`src/rtl/instr_encoder.sv`:
```
// Packs RV32I field bundles into 32-bit instruction words, stamps each with its byte
// address and queues them in a two-entry FIFO for the instruction-memory writer.
module instr_encoder #(
   parameter logic [31:0] BASE_ADDR = 32'h0000_0000,
   parameter int          DEPTH     = 2
) (
   input  logic        clk,
   input  logic        rst,
   input  logic        in_valid,
   output logic        in_ready,
   input  logic [2:0]  in_fmt,
   input  logic [2:0]  in_funct3,
   input  logic        in_funct7b5,
   input  logic [4:0]  in_rd,
   input  logic [4:0]  in_rs1,
   input  logic [4:0]  in_rs2,
   input  logic [31:0] in_imm,
   output logic        out_valid,
   input  logic        out_ready,
   output logic [31:0] out_instr,
   output logic [31:0] out_addr,
   output logic        err_fmt,
   output logic        err_imm,
   input  logic        clr_err,
   input  logic        addr_rst
);

   localparam logic [1:0] FULL = 2'(DEPTH);

   localparam logic [6:0] OP_R      = 7'b0110011;
   localparam logic [6:0] OP_I      = 7'b0010011;
   localparam logic [6:0] OP_LOAD   = 7'b0000011;
   localparam logic [6:0] OP_STORE  = 7'b0100011;
   localparam logic [6:0] OP_BRANCH = 7'b1100011;
   localparam logic [6:0] OP_JAL    = 7'b1101111;

   typedef struct packed {
      logic [31:0] instr;
      logic [31:0] addr;
   } entry_t;

   entry_t             slot0_q, slot0_d, slot1_q, slot1_d, new_entry;
   logic [1:0]         count_q, count_d;
   logic [31:0]        addr_q, addr_d, addr_cur;
   logic               run_q;
   logic               err_fmt_q, err_fmt_d, err_imm_q, err_imm_d;
   logic [31:0]        enc;
   logic               legal, imm_bad;
   logic               fits_i, fits_b, fits_j;
   logic signed [31:0] imm_s;
   logic               accept, push, pop;

   assign imm_s  = in_imm;
   assign fits_i = (imm_s >= -32'sd2048) && (imm_s <= 32'sd2047);
   assign fits_b = (imm_s >= -32'sd4096) && (imm_s <= 32'sd4094) && !in_imm[0];
   assign fits_j = (imm_s >= -32'sd1048576) && (imm_s <= 32'sd1048574) && !in_imm[0];

   // NOTE: every output of a combinational block gets a default first, so no path leaves it unassigned and infers a latch.
   always_comb begin
      enc     = 32'h0;
      legal   = 1'b1;
      imm_bad = 1'b0;
      case (in_fmt)
         3'd0: enc = {1'b0, in_funct7b5, 5'b0, in_rs2, in_rs1, in_funct3, in_rd, OP_R};
         3'd1: begin
            enc     = {in_imm[11:0], in_rs1, in_funct3, in_rd, OP_I};
            imm_bad = !fits_i;
         end
         3'd2: begin
            enc     = {in_imm[11:0], in_rs1, in_funct3, in_rd, OP_LOAD};
            imm_bad = !fits_i;
         end
         3'd3: begin
            enc     = {in_imm[11:5], in_rs2, in_rs1, in_funct3, in_imm[4:0], OP_STORE};
            imm_bad = !fits_i;
         end
         3'd4: begin
            enc     = {in_imm[12], in_imm[10:5], in_rs2, in_rs1, in_funct3,
                       in_imm[4:1], in_imm[11], OP_BRANCH};
            imm_bad = !fits_b;
         end
         3'd5: begin
            enc     = {in_imm[20], in_imm[10:1], in_imm[11], in_imm[19:12], in_rd, OP_JAL};
            imm_bad = !fits_j;
         end
         default: legal = 1'b0;
      endcase
   end

   // run_q keeps in_ready low through reset and the release edge itself.
   assign in_ready  = run_q && (count_q != FULL);
   assign out_valid = (count_q != 2'd0);
   assign out_instr = slot0_q.instr;
   assign out_addr  = slot0_q.addr;

   assign accept    = in_valid && in_ready;
   assign push      = accept && legal;
   assign pop       = out_valid && out_ready;
   assign addr_cur  = addr_rst ? BASE_ADDR : addr_q;
   assign new_entry = {enc, addr_cur};
   assign addr_d    = push ? addr_cur + 32'd4 : addr_cur;
   assign err_fmt_d = !clr_err && (err_fmt_q || (accept && !legal));
   assign err_imm_d = !clr_err && (err_imm_q || (push && imm_bad));

   always_comb begin
      slot0_d = slot0_q;
      slot1_d = slot1_q;
      count_d = count_q;
      if (pop) begin
         slot0_d = slot1_q;
         count_d = count_d - 2'd1;
      end
      if (push) begin
         if (count_d == 2'd0) slot0_d = new_entry;
         else                 slot1_d = new_entry;
         count_d = count_d + 2'd1;
      end
   end

   // NOTE: sequential state uses non-blocking assignments so every flop samples pre-edge values.
   always_ff @(posedge clk or negedge rst) begin
      if (!rst) begin
         // NOTE: the two FIFO slots are reset too, since out_instr/out_addr must read 0 during reset.
         slot0_q   <= '0;
         slot1_q   <= '0;
         count_q   <= 2'd0;
         addr_q    <= BASE_ADDR;
         run_q     <= 1'b0;
         err_fmt_q <= 1'b0;
         err_imm_q <= 1'b0;
      end else begin
         slot0_q   <= slot0_d;
         slot1_q   <= slot1_d;
         count_q   <= count_d;
         addr_q    <= addr_d;
         run_q     <= 1'b1;
         err_fmt_q <= err_fmt_d;
         err_imm_q <= err_imm_d;
      end
   end

   assign err_fmt = err_fmt_q;
   assign err_imm = err_imm_q;

endmodule

```
`config.mk`:
```
export PLATFORM = sky130hd
export DESIGN_NAME = instr_encoder
export DESIGN_NICKNAME = d
export VERILOG_FILES = /design/src/rtl/instr_encoder.sv
export SDC_FILE = /design/constraint.sdc
export NUM_CORES = 1
export LEC_CHECK = 0
export BUFFER_PORTS_ARGS = -buffer_cell sky130_fd_sc_hd__buf_2
export CORE_UTILIZATION = 55
export DETAILED_ROUTE_END_ITERATION = 10
export PLACE_DENSITY_LB_ADDON = 0.1
export RECOVER_POWER = 50
export SYNTH_ARGS = -nofsm -noshare
export SYNTH_HDL_FRONTEND = slang
export SYNTH_SLANG_ARGS = --single-unit
export TNS_END_PERCENT = 50
```
`constraint.sdc`:
```
create_clock -name clk -period 4.1 [get_ports clk]
set_clock_uncertainty 0.1 [all_clocks]
set_input_delay 0.82 -clock clk [delete_from_list [all_inputs] [get_ports clk]]
set_output_delay 0.82 -clock clk [all_outputs]
set_load 0.03 [all_outputs]
```
; ---- Yosys cells after proc, flatten, opt, wreduce, memory -nomap -nowiden
; Index checks and enable logic that the tools add are counted.
[word_totals]
in_bits = 60
latch_bits = 0
reg_bits = 165
mem_bits_rw = 0
elab_cells = 62
memories = 0
mem_bits_ro = 0
[op_classes]
magnitude_cmp = 6
n_eq_ne = 6
n_mux = 10
n_bitwise = 1
shift = 0
multipliers = 0
div_mod_pow = 0
n_reduce_logical = 27
n_addsub = 3
[op_table]
columns = op, count
row1 = 64-bit 2-to-1 mux, 3
row2 = 32-bit case mux with 6 select lines, 1
row3 = 32-bit 2-to-1 mux, 2
row4 = "32-bit by 3-bit adder with 32-bit output, second input constant", 1
row5 = "32-bit by 12-bit >= comparator with 1-bit output, second input constant", 1
row6 = "32-bit by 13-bit >= comparator with 1-bit output, second input constant", 1
row7 = "32-bit by 21-bit >= comparator with 1-bit output, second input constant", 1
row8 = "32-bit by 12-bit less-or-equal comparator with 1-bit output, second input constant", 1
row9 = "32-bit by 13-bit less-or-equal comparator with 1-bit output, second input constant", 1
row10 = "32-bit by 21-bit less-or-equal comparator with 1-bit output, second input constant", 1
row11 = 1-bit logical AND, 13
row12 = "3-bit by 2-bit equality test with 1-bit output, second input constant", 2
row13 = "3-bit equality test, second input constant", 2
row14 = 1-bit zero test, 6
row15 = 6-bit OR reduction, 1
row16 = 2-bit 2-to-1 mux, 2
row17 = "3-bit by 1-bit equality test with 1-bit output, second input constant", 1
row18 = 3-bit zero test, 1
row19 = 1-bit case mux with 3 select lines, 1
row20 = 3-bit OR reduction, 1
row21 = "2-bit by 1-bit adder with 2-bit output, second input constant", 1
row22 = 2-bit zero test, 1
row23 = 1-bit logical OR, 2
row24 = "2-bit != test, second input constant", 1
row25 = 5 further kinds, 5

; ---- Depth between registers and ports, before layout
; Gate-level depths: netlist of run 1.
[depth]
word_depth = 8
mapped_depth = 13

; ---- Worst setup path before layout of run 1
; No wires, ideal clock.
[synth_path]
path_type = input port to flip-flop
start = in addr_rst
end = reg addr_q[26]
required_ps = 3922
path_slack_ps = 1244
stages = 10
arrival_ps = 2678
path_cell_list = clkbuf_1 -> clkbuf_1 -> nor2b_1 -> ha_1 -> nand2_1 -> nor4_4 -> nand4_1 -> buf_2 -> or3_1 -> a21oi_1
[synth_via]
elab_chain_len = 3
[synth_lines]
columns = element, line
row1 = from (decl), 25  ; input logic addr_rst
row2 = 32-bit 2-to-1 mux, 99  ; assign addr_cur = addr_rst ? BASE_ADDR : addr_q;
row3 = named net addr_cur[2], 44  ; logic [31:0] addr_q, addr_d, addr_cur;
row4 = 32-bit by 3-bit adder with 32-bit output, 101  ; assign addr_d = push ? addr_cur + 32'd4 : addr_cur;
row5 = 32-bit 2-to-1 mux, 101
row6 = named net addr_d[26], 44
row7 = to (signal assigned), 135  ; addr_q <= addr_d;
row8 = to (decl), 44
; The timed path passes the listed nets, and every way through them passes these cells.
; A chain may end at the register's enable or synchronous reset.

==> impl_metrics.ini, run 1 <==
[run_status]
status = finished with violations
violations = capacitance limit, slew limit

[routing]
drt_pass1_iterations = 4
antenna_left = 0
finalWirelength_microns = 18580
drt_iter0_drc = 397
vias = 6508
wire_per_inst_microns = 15.89
drcViolationCount = 0
viasPerCell = 5.567

[setup_path]
crit_cells = 7
worstPathRequired_ns = 4.27
startpoint = in_fmt[2]
cpPeakStageDelay_ns = 0.69
critPathBufInv = 2
cp_cell_sequence = clkbuf_1 > and2_0 > nor2_1 > nand2_2 > buf_4 > and3_1 > a21oi_1
crit_type = input port to flop
r2r.worst_path.cells = 9
rr_endpoint = slot1_q[8]
rrSetupSlack_ns = 1.22
rr_startpoint = count_q[0]
critPathSlowestCell = clkbuf_1
worstPathMaxFanout = 28
endpoint_kind = flop
start_kind = input port
cpLargestDelayFamily = simple AND/OR/NAND/NOR gates
critPathArrivalTime_ns = 3.48

[clock_tree]
cts.sinks = 163
post_cts_buffers = 0
cts_max_path_buffers = 2
htreeDepth = 4
cts_resized = 0
path_clk_slew_ns = 0.06
cts_tree = done
insertion_delay_ns = 0.42
cts_hold_buf = 0
cts_buffers = 17
root_buffer = clkbuf_16

[placement]
io_buffer_count = 127
placedCellCount = 1137
routabilityCongestion = 0.7918
place_area_sq_um = 8539
dpl.hpwl_microns = 12110

[synth]
seq_area_frac_synth = 0.5220
synth_area_leaders = dfrtp_1 (52%), nand2_1 (11%), a21oi_1 (4.0%)
synthFlopType = dfrtp_1
yosys-top-cells-count = nand2_1 (234), dfrtp_1 (163), a21oi_1 (63)
yosysMostFrequentCell = nand2_1
synthCells = 876
synth_edf_count = 0
synth_top_area_frac = 0.5220
ys_warn_count = 0
syn-cell-area_sq_um = 7814
ys_types = 54
synth.avg_cell_area_sq_um = 8.920
synthArstFlopShare = 1.000
synth_area_leader_cell = dfrtp_1
synth.net_count = 940
synth_seq_cells = 163

[floorplan]
fp.dieW_microns = 121.2
core_area_sq_um = 13880
die_h_microns = 121.2
boundaryPins = 128
row_count = 43
initial_core_util = 0.5629
dieArea_sq_um = 14690

[hold_path]
whs_path_depth = 1
hp-start = slot1_q[33]
min_path_type = flop to flop
min_to = slot1_q[33]

[timing]
finalHoldViolCount = 0
worstMarginPinSlew_ns = 2.299
setup_viol = 0
fmax_ghz = 0.3023
rsz0062_at_grt = no
slew_viol_final = 92
final.min_clock_period_ns = 3.307
hold_slack_ns = 0.3764
min_period_over_period = 0.8067
tns_ns = 0
max_slew_margin = -0.5325

[pwr]
powerDensity_nw_per_um2 = 609.6
peakVddDrop_v = 0.0002606
total_power_mw = 5.537
p_leak_nw = 4.229

[final_layout]
layout.nets = 1040
fillers = 1217
area_growth_pct = 16.24
drive_gt1_frac = 0.1608
insertedDiodeCount = 0
ff_latch_area_sq_um = 4079
multiInputGateArea_sq_um = 3452
final_area_sq_um = 9082
stdcell_count = 1169

[global_route]
grt_max_degree = 93
grt_usage = 0.2736
overflow = 0
grt_pass1_wl_microns = 31150
grt_pass1_vias = 6237
grt_antenna_before_repair = 0

[flow_run]
drv_cap = 1
==> how the worst max path moves through the flow <==
stage | slack (ns) | to
finish | 0.79 | out_instr[8]
global route | 0.57 | out_instr[12]
CTS | 1.20 | slot1_q[8]
detailed placement | 0.91 | addr_q[30]
global placement | 1.0 | slot1_q[5]
floorplan | 1.24 | addr_q[26]
==> layer usage <==
| metal | vias to the layer above | wire, microns | track usage | part of all wire |
|---|---|---|---|---|
| met3 | 13 | 728 | 0.05216 | 0.039 |
| li1 | 3171 | - | - | - |
| met1 | 3187 | 8745 | 0.3828 | 0.47 |
| met2 | 137 | 8915 | 0.4375 | 0.48 |
| met4 | 0 | 189 | 0.07330 | 0.010 |
| met5 | - | 0 | 0 | 0 |
==> cells in the final DEF (no fill, tap or decap), types with 5 or more instances in the layout <==
cell type,instances
a21oi_1,63
a22oi_1,14
a31oi_1,23
and3_1,39
buf_2,99
buf_4,11
clkbuf_1,28
clkbuf_16,17
dfrtp_1,163
inv_1,8
mux2i_1,10
nand2_1,232
nand2b_1,23
nand3_1,8
nand4_1,14
nor2_1,42
nor2b_1,20
nor3_1,6
nor4_1,7
o21ai_0,56
o22a_1,5
or3_1,10
xnor2_1,14
xor2_1,6
==> report_power, final <==
part / internal [mW] / switching [mW] / leakage, nW / total, mW
Sequential: 2.00 / 0.211 / 2.18 / 2.21
Combinational: 0.533 / 1.23 / 1.75 / 1.76
Clock: 0.930 / 0.638 / 0.290 / 1.57
Total: 3.46 / 2.07 / 4.23 / 5.54
==> worst register-to-register path, cell delays in order (launching register included) <==
cell	delay, ns
dfrtp_1	0.35
inv_1	0.07
ha_1	0.24
nor2b_4	0.17
xnor2_1	0.13
ha_1	0.26
or3_2	0.87
buf_4	0.38
nand2_1	0.10
o21ai_0	0.08
==> per-stage QoR <==
step / utilization / setup slack (ns)
2_1_floorplan: - / 1.244
3_3_place_gp: 0.6152 / 0.9986
3_5_place_dp: 0.6152 / 0.9068
4_1_cts: 0.6576 / 1.200
5_1_grt: 0.6543 / 0.5652
6_report: 0.6543 / 0.7925
==> state kept, by name, summed over array words and instances, names as in the netlist <==
signal     cells
slot1_q       62
addr_q        32
out_addr      32
out_instr     32
count_q        2
err_fmt        1
err_imm        1
run_q          1
==> area by class of cell <==
| class | count | area share |
|---|---|---|
| Clock buffer | 20 | 0.05028 |
| Multi-Input combinational cell | 646 | 0.3801 |
| Sequential cell | 163 | 0.4491 |
| Inverter | 9 | 0.003720 |
| Clock inverter | 12 | 0.01446 |
| Timing Repair Buffer | 139 | 0.07756 |
| Tap cell | 180 | 0.02480 |
==> cells by family (layout without fill, tap and decap cells) <==
kind of cell	Yosys count	after routing	share of synthesized area
buffers and inverters	67	180	0.03731
adders and majority gates	4	4	0.006405
muxes	13	13	0.01713
other	1	1	0.0004799
DFF	163	163	0.5220
and+or+nand+nor	427	427	0.2618
AOI/OAI and AO/OA	181	181	0.1324
xor gates and xnor gates	20	20	0.02242
Power figures use the tool's default switching activity.
==> run 2, diff against run 1 <==
--- a/config.mk
+++ b/config.mk
@@ -6,7 +6,7 @@
 export NUM_CORES = 1
 export LEC_CHECK = 0
 export BUFFER_PORTS_ARGS = -buffer_cell sky130_fd_sc_hd__buf_2
-export CORE_UTILIZATION = 55
+export CORE_UTILIZATION = 51
 export DETAILED_ROUTE_END_ITERATION = 10
 export PLACE_DENSITY_LB_ADDON = 0.1
 export RECOVER_POWER = 50
==> constraint.sdc (replaced) <==
create_clock -name clk -period 2.7 [get_ports clk]
set_clock_uncertainty 0.1 [all_clocks]
set_input_delay 0.54 -clock clk [delete_from_list [all_inputs] [get_ports clk]]
set_output_delay 0.54 -clock clk [all_outputs]
set_load 0.03 [all_outputs]
==> impl_metrics.ini, run 2 (synthesis gave the netlist of run 1 again) <==
[run_status]
status = completed

[final_layout]
final_area_sq_um = 9251
fin_util = 0.6270
layout.nets = 1058
largest_reg_flops = 62
area_growth_pct = 18.40
largest_register = slot1_q
drive_gt1_frac = 0.1698
layout_common_cells = nand2_1 (232), dfrtp_1 (163), buf_2 (95)
stdcell_count = 1193
mostFrequentLayoutCell = nand2_1

[global_route]
overflow = 0
grt_antenna_before_repair = 2
grt_max_degree = 66
grt_pass1_wl_microns = 31740
grt_pass1_vias = 6228
use_met3 = 0.05225
use_met2 = 0.3863
grt_usage = 0.2565
met1_usage = 0.3723
busiest_layer = met2

[pwr]
switching_share = 0.3715
p_switching_mw = 3.156
total_power_mw = 8.494
peakVddDrop_v = 0.0006201
intPower_mw = 5.338
pwr-share-clk = 0.284
powerDensity_nw_per_um2 = 918.1
seq_power_share = 0.394
p_leak_nw = 4.296
combPwrFrac = 0.322

[floorplan]
fp.dieW_microns = 125.8
boundaryPins = 128
initial_core_util = 0.5296
die_h_microns = 125.8
dieArea_sq_um = 15820
core_area_sq_um = 14750
row_count = 44

[clock_tree]
cts_buffers = 17
cts_max_path_buffers = 2
path_clk_slew_ns = 0.06
cts_tree = done
cts.sinks = 163
insertion_delay_ns = 0.41
htreeDepth = 4
root_buffer = clkbuf_16

[routing]
wire_per_inst_microns = 16.07
drt_iter0_drc = 503
viasPerCell = 5.511
vias = 6575
antenna_left = 0
drt_pass1_iterations = 5
drcViolationCount = 0
finalWirelength_microns = 19170

[setup_path]
cp_cell_sequence = inv_1 > ha_1 > nor2b_4 > xnor2_1 > ha_1 > or3_2 > buf_4 > nand2_1 > o21ai_0
worstPathMaxFanout = 46
cpPeakStageDelay_ns = 0.53
r2r.worst_path.cells = 9
worstPathRequired_ns = 2.88
crit_type = flop to flop
critPathSlowestCell = or3_2
crit_top_cell = ha_1
start_kind = flop
critPathArrivalTime_ns = 2.65
endpoint_kind = flop

[timing]
min_period_over_period = 0.9134
hold_slack_ns = 0.2881
setup_ws_ns = 0.2337
final.min_clock_period_ns = 2.466
rsz0062_at_grt = no
max_slew_margin = 0.1573
setup_viol = 0
fmax_ghz = 0.4055
finalHoldViolCount = 0
slew_viol_final = 0
worstMarginPinSlew_ns = 1.264
tns_ns = 0

[placement]
routabilityCongestion = 0.8617
io_buffer_count = 127
dpl.hpwl_microns = 12900
dp_slack_ns = 0.1766
placedCellCount = 1158
place_area_sq_um = 8697

[hold_path]
min_path_type = input port to flop
whs_path_depth = 3

[flow_run]
drv_cap = 0
## run 2: changes by cell type in the layout (fill, tap and decap cells not counted), moves of 3 or more
cell        delta
clkbuf_2       +3
clkinv_4       -4
buf_2          -4
clkinvlp_4     +3
buf_4         +10
clkbuf_1       +7
## run 2: metal layers
layer	wire [microns]	vias to the layer above
met3	988	22
met5	0	-
met2	8563	167
li1	-	3221
met1	9321	3165
met4	299	0
## run 2: path summary, 6_finish.rpt
check / startpoint / endpoint / slack, ns
worst max-delay path: count_q[0] / slot1_q[57] / 0.23
worst min-delay path: in_imm[8] / slot1_q[60] / 0.29
worst max register to register: count_q[0] / slot1_q[57] / 0.23
worst min register to register: slot1_q[33] / slot1_q[33] / 0.37
max in group asynchronous: rst / addr_q[3] / 0.38
min in group asynchronous: rst / out_addr[23] / 0.84
## run 2: cell type report
cell class / instances / area (sq um)
multi-input cells: 646 / 3457
flip-flops and latches: 163 / 4079
repair buffers: 157 / 854.6
well taps: 184 / 230.2
fillers: 1298 / 5503
clock buffers: 24 / 491.7
inverters: 9 / 33.78
diodes: 2 / 5.005
clock inverters: 8 / 100.1
## run 2: power groups by stage
| stage | clock (mW) | sequential, mW | combinational [mW] |
|---|---|---|---|
| after floorplan | 0 | 4.06 | 1.20 |
| after global placement | 0 | 3.36 | 2.75 |
| after detailed placement | 0 | 3.38 | 2.78 |
| after CTS | 2.45 | 3.34 | 2.79 |
| after global routing | 2.56 | 3.42 | 2.99 |
| final | 2.41 | 3.35 | 2.73 |
## run 2: worst max-delay path: cells and delay by family, from the launching register on
kind / cells / cell delay (ns)
simple gates: 3 / 0.81
fa+ha+maj: 2 / 0.49
flops: 1 / 0.37
buf+inv: 2 / 0.37
xor+xnor: 1 / 0.11
compound gates: 1 / 0.08
## run 2: what timing repair did
action,CTS,global route
endpoints found under the setup margin,0,5
hold buffers,1,0
hold endpoints to repair,46,0
resized for setup,0,1
setup buffers,0,0
